--- src/rtl/fifo_packetizer.sv ---
// Frames show-ahead FIFO words into header / payload / checksum-trailer packets
// on a valid/ready stream, padding a starved packet out after a timeout.
module fifo_packetizer #(
  parameter int                    DATA_WIDTH = 16,
  parameter int                    PKT_WORDS  = 256,
  parameter int                    TIMEOUT    = 1024,
  parameter logic [7:0]            HDR_TAG    = 8'hA5,
  parameter logic [DATA_WIDTH-1:0] PAD_WORD   = '0
) (
  input  logic                  clk,
  input  logic                  rst_n,
  input  logic                  enable,
  input  logic [DATA_WIDTH-1:0] fifo_q,
  input  logic                  fifo_empty,
  output logic                  fifo_rdreq,
  output logic [DATA_WIDTH-1:0] out_data,
  output logic                  out_valid,
  output logic                  out_last,
  input  logic                  out_ready,
  output logic                  busy,
  output logic                  pad_pulse,
  output logic [7:0]            seq
);

  localparam int WC_W  = $clog2(PKT_WORDS + 1);
  localparam int TC_W  = $clog2(TIMEOUT + 1);
  localparam int SEQ_W = DATA_WIDTH - 8;

  typedef enum logic [1:0] {IDLE, PAYLOAD, PAD, TRAILER} state_t;

  state_t                state, state_nxt;
  logic [DATA_WIDTH-1:0] data_r, data_nxt;
  logic                  valid_r, valid_nxt;
  logic                  last_r, last_nxt;
  logic                  pad_r, pad_nxt;
  logic [7:0]            seq_r, seq_nxt;
  logic [WC_W-1:0]       word_cnt, word_cnt_nxt;
  logic [TC_W-1:0]       tmo_cnt, tmo_cnt_nxt;
  logic [DATA_WIDTH-1:0] csum, csum_nxt;
  logic                  rdreq;
  logic                  load_en;
  logic [DATA_WIDTH-1:0] header;

  assign load_en = ~valid_r | out_ready;
  assign header  = {HDR_TAG, SEQ_W'(seq_r)};

  always_ff @(posedge clk or negedge rst_n) begin
    if (!rst_n) begin
      state    <= IDLE;
      data_r   <= '0;
      valid_r  <= 1'b0;
      last_r   <= 1'b0;
      pad_r    <= 1'b0;
      seq_r    <= '0;
      word_cnt <= '0;
      tmo_cnt  <= '0;
      csum     <= '0;
    end else begin
      state    <= state_nxt;
      data_r   <= data_nxt;
      valid_r  <= valid_nxt;
      last_r   <= last_nxt;
      pad_r    <= pad_nxt;
      seq_r    <= seq_nxt;
      word_cnt <= word_cnt_nxt;
      tmo_cnt  <= tmo_cnt_nxt;
      csum     <= csum_nxt;
    end
  end

  always_comb begin
    state_nxt    = state;
    data_nxt     = data_r;
    valid_nxt    = valid_r;
    last_nxt     = last_r;
    pad_nxt      = 1'b0;
    seq_nxt      = seq_r;
    word_cnt_nxt = word_cnt;
    tmo_cnt_nxt  = tmo_cnt;
    csum_nxt     = csum;
    rdreq        = 1'b0;

    // Every branch that sees load_en either loads a word or drops out_valid,
    // so nothing changes on the stream while the consumer stalls.
    case (state)
      IDLE: begin
        if (enable && !fifo_empty && load_en) begin
          data_nxt     = header;
          valid_nxt    = 1'b1;
          last_nxt     = 1'b0;
          csum_nxt     = header;
          word_cnt_nxt = '0;
          tmo_cnt_nxt  = '0;
          state_nxt    = PAYLOAD;
        end else if (load_en) begin
          valid_nxt = 1'b0;
          last_nxt  = 1'b0;
        end
      end
      PAYLOAD: begin
        if (load_en) begin
          last_nxt = 1'b0;
          if (!fifo_empty) begin
            rdreq        = 1'b1;
            data_nxt     = fifo_q;
            valid_nxt    = 1'b1;
            csum_nxt     = csum ^ fifo_q;
            word_cnt_nxt = word_cnt + WC_W'(1);
            tmo_cnt_nxt  = '0;
            if (word_cnt == WC_W'(PKT_WORDS - 1)) state_nxt = TRAILER;
          end else begin
            valid_nxt = 1'b0;
            if (tmo_cnt == TC_W'(TIMEOUT - 1)) begin
              tmo_cnt_nxt = '0;
              pad_nxt     = 1'b1;
              state_nxt   = PAD;
            end else begin
              tmo_cnt_nxt = tmo_cnt + TC_W'(1);
            end
          end
        end
      end
      PAD: begin
        if (load_en) begin
          data_nxt     = PAD_WORD;
          valid_nxt    = 1'b1;
          last_nxt     = 1'b0;
          csum_nxt     = csum ^ PAD_WORD;
          word_cnt_nxt = word_cnt + WC_W'(1);
          if (word_cnt == WC_W'(PKT_WORDS - 1)) state_nxt = TRAILER;
        end
      end
      TRAILER: begin
        if (load_en) begin
          data_nxt     = csum;
          valid_nxt    = 1'b1;
          last_nxt     = 1'b1;
          seq_nxt      = seq_r + 8'd1;
          word_cnt_nxt = '0;
          tmo_cnt_nxt  = '0;
          csum_nxt     = '0;
          state_nxt    = IDLE;
        end
      end
      default: state_nxt = IDLE;
    endcase
  end

  assign fifo_rdreq = rdreq;
  assign out_data   = data_r;
  assign out_valid  = valid_r;
  assign out_last   = last_r;
  assign pad_pulse  = pad_r;
  assign seq        = seq_r;
  assign busy       = (state != IDLE);

endmodule

--- config.mk ---
export PLATFORM = sky130hd
export DESIGN_NAME = fifo_packetizer
export DESIGN_NICKNAME = d
export VERILOG_FILES = /design/src/rtl/fifo_packetizer.sv
export SDC_FILE = /design/constraint.sdc
export NUM_CORES = 1
export LEC_CHECK = 0
export BUFFER_PORTS_ARGS = -buffer_cell sky130_fd_sc_hd__clkbuf_2
export CORE_MARGIN = 10
export CORE_UTILIZATION = 40
export CTS_BUF_LIST = sky130_fd_sc_hd__clkbuf_16
export DETAILED_ROUTE_END_ITERATION = 8
export PLACE_DENSITY = 0.68
export SETUP_SLACK_MARGIN = 0.1
export SYNTH_ARGS = -nofsm -noshare
export SYNTH_HDL_FRONTEND = slang
export SYNTH_SLANG_ARGS = --single-unit
--- constraint.sdc ---
create_clock -name clk -period 2.6 [get_ports clk]
set_input_delay 0.52 -clock clk [delete_from_list [all_inputs] [get_ports clk]]
set_output_delay 0.52 -clock clk [all_outputs]
set_load 0.03 [all_outputs]
==> results.sh, run 1 <==
export IMPL_run_status="finished clean"
export IMPL_grt_max_degree=66
export IMPL_ys_top_cells_by_area="dfrtp_1 43%, mux2_2 5.7%, o31ai_1 3.8%"
export IMPL_synthDistinctLibCells=58
export IMPL_drc=0
export IMPL_firstDrtPassIters=4
export IMPL_clk_latency_ns=0.33
export IMPL_required_ns=2.81
export IMPL_grtUsageMet1_pct=17.95
export IMPL_first_global_vias=3282
export IMPL_cp_max_fo=18
export IMPL_syn_num_nets=414
export IMPL_cts_tree="yes"
export IMPL_crit_path_max_incr_delay_ns=0.42
export IMPL_vias_per_cell=5.927
export IMPL_synth_top_cell_area_share_pct=43.19
export IMPL_globalRoute_busiestLayer="met2"
export IMPL_diodes=0
export IMPL_ir_drop_mv=0.4912
export IMPL_critPathBufInv=2
export IMPL_hold_violations=0
export IMPL_slew_viol_final=0
export IMPL_yosys_warnings=0
export IMPL_finalWorstSetupSlack_ns=0.3126
export IMPL_ys_flop_type="dfrtp_1"
export IMPL_slowest_stage="dfrtp_1"
export IMPL_port_buffers=49
export IMPL_start_kind="register"
export IMPL_fp_dieH_um=117.0
export IMPL_die_x_um=117.0
export IMPL_hold_ws_ns=0.2094
export IMPL_grt_pass1_wl_um=16060
export IMPL_synth_most_common_cell="dfrtp_1"
export IMPL_synthArstFlopShare_pct=100.0
export IMPL_fp_row_count=35
export IMPL_yosysTopAreaCell="dfrtp_1"
export IMPL_numCtsBuffers=9
export IMPL_ios=50
export IMPL_yosysSeqAreaShare_pct=43.19
export IMPL_core_um2=9196
export IMPL_track_usage_pct=14.50
export IMPL_area_growth_pct=18.47
export IMPL_drt_iter0_drc=226
export IMPL_worstPathCellList="inv_1, ha_1, nor3_1, nor2_2, nor3_4, buf_4, mux2_2"
export IMPL_ant_nets=0
export IMPL_vias=3254
export IMPL_cpLargestDelayFamily="simple AND/OR/NAND/NOR gates"
export IMPL_path_clk_slew_ns=0.06
export IMPL_worst_ep_arrival_time_ns=2.49
export IMPL_grt_overflow=0
export IMPL_gp_congestion=0.8553
export IMPL_met2_usage_pct=24.30
export IMPL_met3_usage_pct=4.179
export IMPL_clock_path_buffers=2
export IMPL_max_cap_violations=0
export IMPL_path_class="register to register"
export IMPL_drive_above_1_share_pct=27.63
export IMPL_hold_path_class="primary input to async pin"
export IMPL_netlist_top_cells_count="65 x dfrtp_1, 32 x nand2_1, 22 x o21ai_0"
export IMPL_fin_nets=463
export IMPL_synth_cells=384
export IMPL_place_ws_ns=0.2200
export IMPL_start_util_pct=40.95
export IMPL_cts_max_level=3
export IMPL_endpoint_kind="register"
export IMPL_rsz0062_at_grt="false"
export IMPL_period_share_pct=87.98
export IMPL_post_route_util_pct=48.52
export IMPL_period_needed_ns=2.287
export IMPL_setup_violations=0
export IMPL_route_final_wire_length_um=9547
export IMPL_die_area_um2=13700
export IMPL_avgSynthCellArea_um2=9.808
export IMPL_cts_hold_buf=0
export IMPL_synthesis_area_um2=3766
export IMPL_max_freq_mhz=437.2
export IMPL_synth_seq_cells=65
export IMPL_powerDensity_nw_per_um2=1228
export IMPL_antenna_found_initial=0
export IMPL_slew_headroom_pct=53.49
export IMPL_wl_per_cell_um=17.39
export IMPL_cts_sink_count=65
export IMPL_cts_root_buffer="clkbuf_16"
export IMPL_finalSetupTns_ns=0
export IMPL_p_leak_nw=2.033
export IMPL_tightest_slew_ns=0.6913
export IMPL_synth_edf_count=0
export IMPL_dpl_hpwl_um=6680
export IMPL_fin_skew_ns=0.007129
==> kinds of logic (layout without fill, tap and decap cells) <==
kind of cell / Yosys count / count (layout) / share of synthesized area [%]
AO/OA/AOI/OAI: 116 / 116 / 22.76
buffers and inverters: 46 / 100 / 5.648
AND/OR/NAND/NOR: 119 / 119 / 17.31
flip-flops: 65 / 65 / 43.19
adder cells (fa/ha/maj): 9 / 9 / 2.990
XOR/XNOR: 7 / 7 / 1.628
multiplexers: 22 / 22 / 6.479
==> power by group <==
part           switching, W  internal [W]  total (W)  leakage, nW
logic               0.00160       0.00100    0.00260         1.03
clock network      0.000474      0.000849    0.00132        0.161
registers          0.000250       0.00131    0.00156        0.841
total               0.00232       0.00316    0.00548         2.03
==> layout make-up <==
| type | count | area [um2] |
|---|---|---|
| clock buffer | 9 | 225.2 |
| clock inverter | 7 | 100.1 |
| fill | 856 | 4735 |
| inverter | 21 | 78.83 |
| multi-input combinational | 273 | 1929 |
| sequential | 65 | 1627 |
| tap | 111 | 138.9 |
| timing repair buffer | 63 | 362.8 |
==> worst paths after layout <==
| check | from | to | slack (ns) | cells after the start |
|---|---|---|---|---|
| setup / recovery | state[1]$_DFFE_PN0P_ | out_data[5]$_DFFE_PN0P_ | 0.31 | 7 |
| hold / removal | rst_n | csum[4]$_DFFE_PN0P_ | 0.21 | 2 |
| setup reg to reg | state[1]$_DFFE_PN0P_ | out_data[5]$_DFFE_PN0P_ | 0.31 | 7 |
| hold reg to reg | tmo_cnt[10]$_DFFE_PN0P_ | tmo_cnt[10]$_DFFE_PN0P_ | 0.49 | 1 |
| max in group asynchronous | rst_n | out_data[8]$_DFFE_PN0P_ | 2.11 | 2 |
| min in group clk | fifo_q[11] | csum[11]$_DFFE_PN0P_ | 0.48 | 3 |
==> registers in the layout, indices dropped and copies added, names as in the netlist <==
signal	flops
tmo_cnt	11
out_last	1
word_cnt	9
seq	8
state	2
pad_pulse	1
out_valid	1
out_data	16
csum	16
==> layout by cell type (no fill, tap or decap), types with 2 or more instances in the layout <==
master | synthesis | final
mux2i_1 | 3 | 3
nand3b_1 | 9 | 9
a21oi_1 | 9 | 9
bufinv_16 | 0 | 2
o41ai_1 | 5 | 5
mux2_2 | 19 | 19
inv_6 | 0 | 3
and3_1 | 7 | 7
o2bb2ai_1 | 2 | 2
o21a_1 | 3 | 3
a221o_1 | 5 | 5
clkbuf_16 | 0 | 9
dfrtp_1 | 65 | 65
or3_1 | 2 | 2
inv_1 | 21 | 21
xor2_1 | 2 | 2
nor2_1 | 19 | 18
a2111oi_0 | 8 | 8
a22o_1 | 4 | 4
nor3_1 | 4 | 4
a22oi_1 | 9 | 9
and4_1 | 3 | 3
a221oi_1 | 12 | 12
nand2_1 | 32 | 32
o21ai_0 | 22 | 22
clkbuf_2 | 1 | 49
nand2b_1 | 3 | 3
a31oi_1 | 2 | 2
or2_2 | 12 | 12
nand3_1 | 8 | 8
ha_1 | 9 | 9
and2_1 | 2 | 2
o211ai_1 | 4 | 4
o31ai_1 | 19 | 19
nand4_1 | 6 | 6
xnor2_1 | 5 | 5
buf_4 | 0 | 13
nor2b_1 | 3 | 3
nor4_1 | 3 | 3
==> layer usage <==
layer	share of wire [%]	vias to the layer above
met5	0	-
met4	0.47	0
met3	5.7	5
met2	49	87
met1	45	1620
li1	-	1542
==> metrics by stage <==
| stage | instances | power (W) | instance area, um2 |
|---|---|---|---|
| 2_1_floorplan | 384 | 0.003475 | 3766 |
| 3_3_place_gp | 533 | 0.004088 | 4134 |
| 3_5_place_dp | 533 | 0.004174 | 4134 |
| 4_1_cts | 549 | 0.005530 | 4459 |
| 5_1_grt | 549 | 0.005875 | 4462 |
| 6_report | 549 | 0.005481 | 4462 |
==> timing repair <==
action / CTS / global route
resized for setup: 0 / 1
buffers inserted: 0 / 0
setup endpoints to repair: 0 / 17
(Power assumes the default switching activity.)
==> inputs of run 2 (changes only) <==
--- a/config.mk
+++ b/config.mk
@@ -6,11 +6,10 @@
 export NUM_CORES = 1
 export LEC_CHECK = 0
 export BUFFER_PORTS_ARGS = -buffer_cell sky130_fd_sc_hd__clkbuf_2
-export CORE_MARGIN = 10
+export CORE_MARGIN = 2
 export CORE_UTILIZATION = 40
 export CTS_BUF_LIST = sky130_fd_sc_hd__clkbuf_16
 export DETAILED_ROUTE_END_ITERATION = 8
-export PLACE_DENSITY = 0.68
 export SETUP_SLACK_MARGIN = 0.1
 export SYNTH_ARGS = -nofsm -noshare
 export SYNTH_HDL_FRONTEND = slang
==> run 2 against run 1 <==
Total power down 3.5%. Non-clock buffer count down 1. Critical path depth is 2 lower. Register-to-register slack better by 0.09 ns. Count of clock-buffer cells in the layout unchanged. Final area decreased by 1.2%. Utilization fell by 0.60 points. Via count shrank 3.2%. Critical endpoint is now fifo_rdreq.
==> results.sh, run 2 (synthesized netlist as in run 1, its figures left out) <==
export IMPL_cts_root_buffer="clkbuf_16"
export IMPL_powerDensity_nw_per_um2=1200
export IMPL_slew_viol_final=0
export IMPL_fp_dieH_um=101.0
export IMPL_layout_commonest_cell="dfrtp_1"
export IMPL_vias_per_cell=5.750
export IMPL_drc=0
export IMPL_cp_max_fo=9
export IMPL_wl_per_cell_um=17.07
export IMPL_ios=50
export IMPL_fp_row_count=35
export IMPL_run_status="finished clean"
export IMPL_antenna_found_initial=0
export IMPL_drt_iter0_drc=148
export IMPL_wl_met1_um=4382
export IMPL_fin_nets=462
export IMPL_rsz0062_at_grt="false"
export IMPL_pwr_share_clk_pct=22.0
export IMPL_dr_wl_met3_um=366
export IMPL_most_common_layout_cells="65 x dfrtp_1, 49 x clkbuf_2, 32 x nand2_1, 24 x inv_1, 22 x o21ai_0"
export IMPL_max_cap_violations=0
export IMPL_start_util_pct=40.95
export IMPL_period_needed_ns=2.310
export IMPL_track_usage_pct=19.27
export IMPL_route_final_wire_length_um=9353
export IMPL_fin_area_um2=4407
export IMPL_dpl_hpwl_um=6251
export IMPL_clk_latency_ns=0.33
export IMPL_die_area_um2=10210
export IMPL_numCtsBuffers=9
export IMPL_path_clk_slew_ns=0.05
export IMPL_worst_ep_arrival_time_ns=1.79
export IMPL_diodes=0
export IMPL_power_frac_comb_pct=48.7
export IMPL_max_freq_mhz=432.9
export IMPL_internal_power_w=0.003015
export IMPL_core_um2=9196
export IMPL_cts_max_level=3
export IMPL_cts_sink_count=65
export IMPL_startpoint="state[1]$_DFFE_PN0P_"
export IMPL_slew_headroom_pct=62.85
export IMPL_fin_skew_ns=0.004830
export IMPL_register_area_um2=1627
export IMPL_tightest_slew_ns=0.5573
export IMPL_path_class="register to primary output"
export IMPL_grt_max_degree=47
export IMPL_vias=3151
export IMPL_endpoint_kind="primary output"
export IMPL_start_kind="register"
export IMPL_ant_nets=0
export IMPL_p_leak_nw=2.019
export IMPL_port_buffers=49
export IMPL_maxUsedRoutingLayer="met4"
export IMPL_rr_startpoint="state[1]$_DFFE_PN0P_"
export IMPL_area_growth_pct=17.01
export IMPL_grt_pass1_wl_um=15220
export IMPL_multiInputGateArea_um2=1927
export IMPL_wl_met2_um=4470
export IMPL_cts_tree="yes"
export IMPL_pwr_share_seq_pct=29.2
export IMPL_power_share_switching_pct=43.00
export IMPL_cts_hold_buf=0
export IMPL_clock_path_buffers=2
export IMPL_die_x_um=101.0
export IMPL_required_ns=2.08
export IMPL_cts_setup_buffers=0
export IMPL_ir_drop_mv=0.4451
export IMPL_firstDrtPassIters=4
export IMPL_gp_congestion=0.7944
export IMPL_finalSetupTns_ns=0
export IMPL_switchingPower_w=0.002274
export IMPL_ctsResizeCount=0
export IMPL_hold_path_class="primary input to async pin"
export IMPL_first_global_vias=2929
export IMPL_drive_above_1_share_pct=26.32
export IMPL_setup_violations=0
export IMPL_grt_overflow=0
export IMPL_fillCellCount=896
export IMPL_period_share_pct=88.85
export IMPL_hold_violations=0
export IMPL_postPlaceCellArea_um2=4126
[run 2: through the flow]
stage | setup WS (ns) | hold WS, ns | power, W | utilization (%) | instances
5_1_grt | 0.1779 | 0.2002 | 0.005663 | 47.92 | 548
3_5_place_dp | 0.3963 | 0.4797 | 0.004145 | 44.87 | 532
3_3_place_gp | 0.4517 | 0.4721 | 0.004091 | 44.87 | 532
4_1_cts | 0.3030 | 0.1828 | 0.005319 | 47.92 | 548
2_1_floorplan | 0.5920 | 0.2244 | 0.003475 | - | 384
6_report | 0.2899 | 0.1618 | 0.005289 | 47.92 | 548
[run 2: final timing paths]
path	end	slack, ns	cells after the start
min in group clk	csum[9]$_DFFE_PN0P_	0.48	3
hold / removal	out_data[4]$_DFFE_PN0P_	0.16	1
setup / recovery	fifo_rdreq	0.29	5
setup reg to reg	tmo_cnt[5]$_DFFE_PN0P_	0.40	6
max in group asynchronous	word_cnt[8]$_DFFE_PN0P_	1.78	2
hold reg to reg	tmo_cnt[10]$_DFFE_PN0P_	0.49	1
[run 2: area by class of cell]
class	instances	share of cell area [%]
Clock buffer	9	5.111
Clock inverter	7	1.249
Inverter	21	1.789
Multi-Input combinational cell	273	43.73
Sequential cell	65	36.91
Tap cell	111	3.152
Timing Repair Buffer	62	8.064
[run 2: critical path, cell delays in order (launching register included)]
cell	delay [ns]
dfrtp_1	0.42
inv_1	0.12
ha_1	0.32
and2b_2	0.20
and2_1	0.17
clkbuf_2	0.22
[run 2: power groups by stage]
stage                     registers [W]  logic, W  clock network [W]
after global placement          0.00155   0.00254                  0
after CTS                       0.00155   0.00260            0.00118
after detailed placement        0.00156   0.00258                  0
after global routing            0.00159   0.00284            0.00124
final                           0.00155   0.00258            0.00116
after floorplan                 0.00176   0.00172                  0
[run 2: layer usage]
metal  track usage (%)  vias up
li1                  -     1536
met5                 0        -
met1             26.58     1546
met3             4.300       10
met4             7.069        0
met2             29.74       59
==> inputs of run 3 (changes only) <==
--- a/config.mk
+++ b/config.mk
@@ -8,7 +8,7 @@
 export BUFFER_PORTS_ARGS = -buffer_cell sky130_fd_sc_hd__clkbuf_2
 export CORE_MARGIN = 2
 export CORE_UTILIZATION = 40
-export CTS_BUF_LIST = sky130_fd_sc_hd__clkbuf_16
+export CTS_BUF_LIST = sky130_fd_sc_hd__clkbuf_4
 export DETAILED_ROUTE_END_ITERATION = 8
 export SETUP_SLACK_MARGIN = 0.1
 export SYNTH_ARGS = -nofsm -noshare
==> run 3 against run 2 <==
Via count is 0.41% lower. First-iteration DRC count is 0.68% higher. Worst setup slack better by 0.00091 ns. Highest routed layer unchanged.
==> results.sh, run 3 (synthesized netlist as in run 1, its figures left out) <==
export IMPL_required_ns=2.08
export IMPL_vias_per_cell=5.726
export IMPL_power_share_switching_pct=45.73
export IMPL_grt_max_degree=47
export IMPL_track_usage_pct=18.87
export IMPL_port_buffers=49
export IMPL_fin_skew_ns=0.009433
export IMPL_gp_congestion=0.7944
export IMPL_ir_drop_mv=0.4416
export IMPL_internal_power_w=0.002609
export IMPL_hold_path_class="primary input to async pin"
export IMPL_run_status="finished clean"
export IMPL_p_leak_nw=1.946
export IMPL_clk_latency_ns=0.41
export IMPL_wl_per_cell_um=16.76
export IMPL_firstDrtPassIters=4
export IMPL_start_util_pct=40.95
export IMPL_r2r_slack_ns=0.48
export IMPL_pwr_share_clk_pct=14.4
export IMPL_diodes=0
export IMPL_die_x_um=101.0
export IMPL_max_freq_mhz=433.1
export IMPL_drive_above_1_share_pct=27.23
export IMPL_powerDensity_nw_per_um2=1128
export IMPL_core_um2=9196
export IMPL_clock_path_buffers=2
export IMPL_worst_ep_arrival_time_ns=1.79
export IMPL_dpl_hpwl_um=6251
export IMPL_endpoint_kind="primary output"
export IMPL_finalWorstSetupSlack_ns=0.2908
export IMPL_start_kind="register"
export IMPL_ios=50
export IMPL_first_global_vias=2955
export IMPL_ant_nets=0
export IMPL_layout_commonest_cell="dfrtp_1"
export IMPL_grt_pass1_wl_um=15100
export IMPL_max_cap_violations=0
export IMPL_most_common_layout_cells="65 x dfrtp_1, 49 x clkbuf_2, 32 x nand2_1, 22 x o21ai_0, 21 x inv_1"
export IMPL_vias=3138
export IMPL_cts_tree="yes"
export IMPL_finalSetupTns_ns=0
export IMPL_hold_violations=0
export IMPL_slew_viol_final=0
export IMPL_fp_row_count=35
export IMPL_post_route_util_pct=46.35
export IMPL_fin_nets=462
export IMPL_switchingPower_w=0.002199
export IMPL_path_class="register to primary output"
export IMPL_cts_hold_buf=0
export IMPL_period_needed_ns=2.309
export IMPL_period_share_pct=88.82
export IMPL_antenna_found_initial=0
export IMPL_fp_dieH_um=101.0
export IMPL_route_final_wire_length_um=9187
export IMPL_cts_sink_count=65
export IMPL_cts_root_buffer="clkbuf_4"
export IMPL_path_clk_slew_ns=0.11
export IMPL_pwr_share_seq_pct=32.1
export IMPL_power_frac_comb_pct=53.5
export IMPL_area_growth_pct=13.19
export IMPL_cp_max_fo=9
export IMPL_slew_headroom_pct=62.97
export IMPL_cts_max_level=3
export IMPL_drc=0
export IMPL_numCtsBuffers=9
export IMPL_tightest_slew_ns=0.5555
export IMPL_grt_overflow=0
export IMPL_hold_ws_ns=0.06848
export IMPL_drt_iter0_drc=149
export IMPL_die_area_um2=10210
export IMPL_setup_violations=0
export IMPL_rsz0062_at_grt="false"
export IMPL_place_ws_ns=0.3963
[run 3: cell count changes in the layout (fill, tap and decap cells not counted), sizes merged]
cell and delta:
inv -3, clkbuf +3
[run 3: worst max-delay path: stages, from the launching register on]
cell and delay, ns:
dfrtp_1 0.44, inv_1 0.12, ha_2 0.27, and2b_2 0.17, and2_1 0.16, clkbuf_2 0.22
[run 3: through the flow]
stage / instances / cell area [um2] / total power [W]
global route: 548 / 4263 / 0.005183
finish: 548 / 4263 / 0.004808
global placement: 532 / 4126 / 0.004091
detailed placement: 532 / 4126 / 0.004145
floorplan: 384 / 3766 / 0.003475
CTS: 548 / 4260 / 0.004851
[run 3: cell type report]
| type | instances | area, um2 |
|---|---|---|
| multi-input combinational | 273 | 1929 |
| timing repair buffer | 62 | 355.3 |
| inverter | 21 | 78.83 |
| sequential | 65 | 1627 |
| clock inverter | 4 | 43.79 |
| tap | 111 | 138.9 |
| clock buffer | 12 | 90.09 |
| fill | 917 | 4933 |
[run 3: power by group through the flow]
stage               clock network, W  logic (W)  registers [W]
floorplan                          0    0.00172        0.00176
global placement                   0    0.00254        0.00155
detailed placement                 0    0.00258        0.00156
CTS                         0.000714    0.00260        0.00154
global route                0.000758    0.00284        0.00159
finish                      0.000690    0.00257        0.00154
[run 3: repair_timing]
item,CTS,global route
endpoints found under the setup margin,0,1
gates resized for setup,0,1
setup buffers,0,0
[run 3: worst paths after layout]
path	from	end	cells after the start
min in group clk	fifo_q[9]	csum[9]$_DFFE_PN0P_	3
min reg2reg	tmo_cnt[10]$_DFFE_PN0P_	tmo_cnt[10]$_DFFE_PN0P_	1
max reg2reg	state[1]$_DFFE_PN0P_	tmo_cnt[5]$_DFFE_PN0P_	6
max	state[1]$_DFFE_PN0P_	fifo_rdreq	5
min	rst_n	out_data[4]$_DFFE_PN0P_	1
max in group asynchronous	rst_n	tmo_cnt[1]$_DFFE_PN0P_	2
[run 3: routing by layer]
metal	global-route usage (%)	vias up	part of all wire, %
li1	-	1531	-
met1	26.07	1539	47
met2	30.05	58	49
met3	3.675	10	3.7
met4	5.717	0	1.1
met5	0	-	0
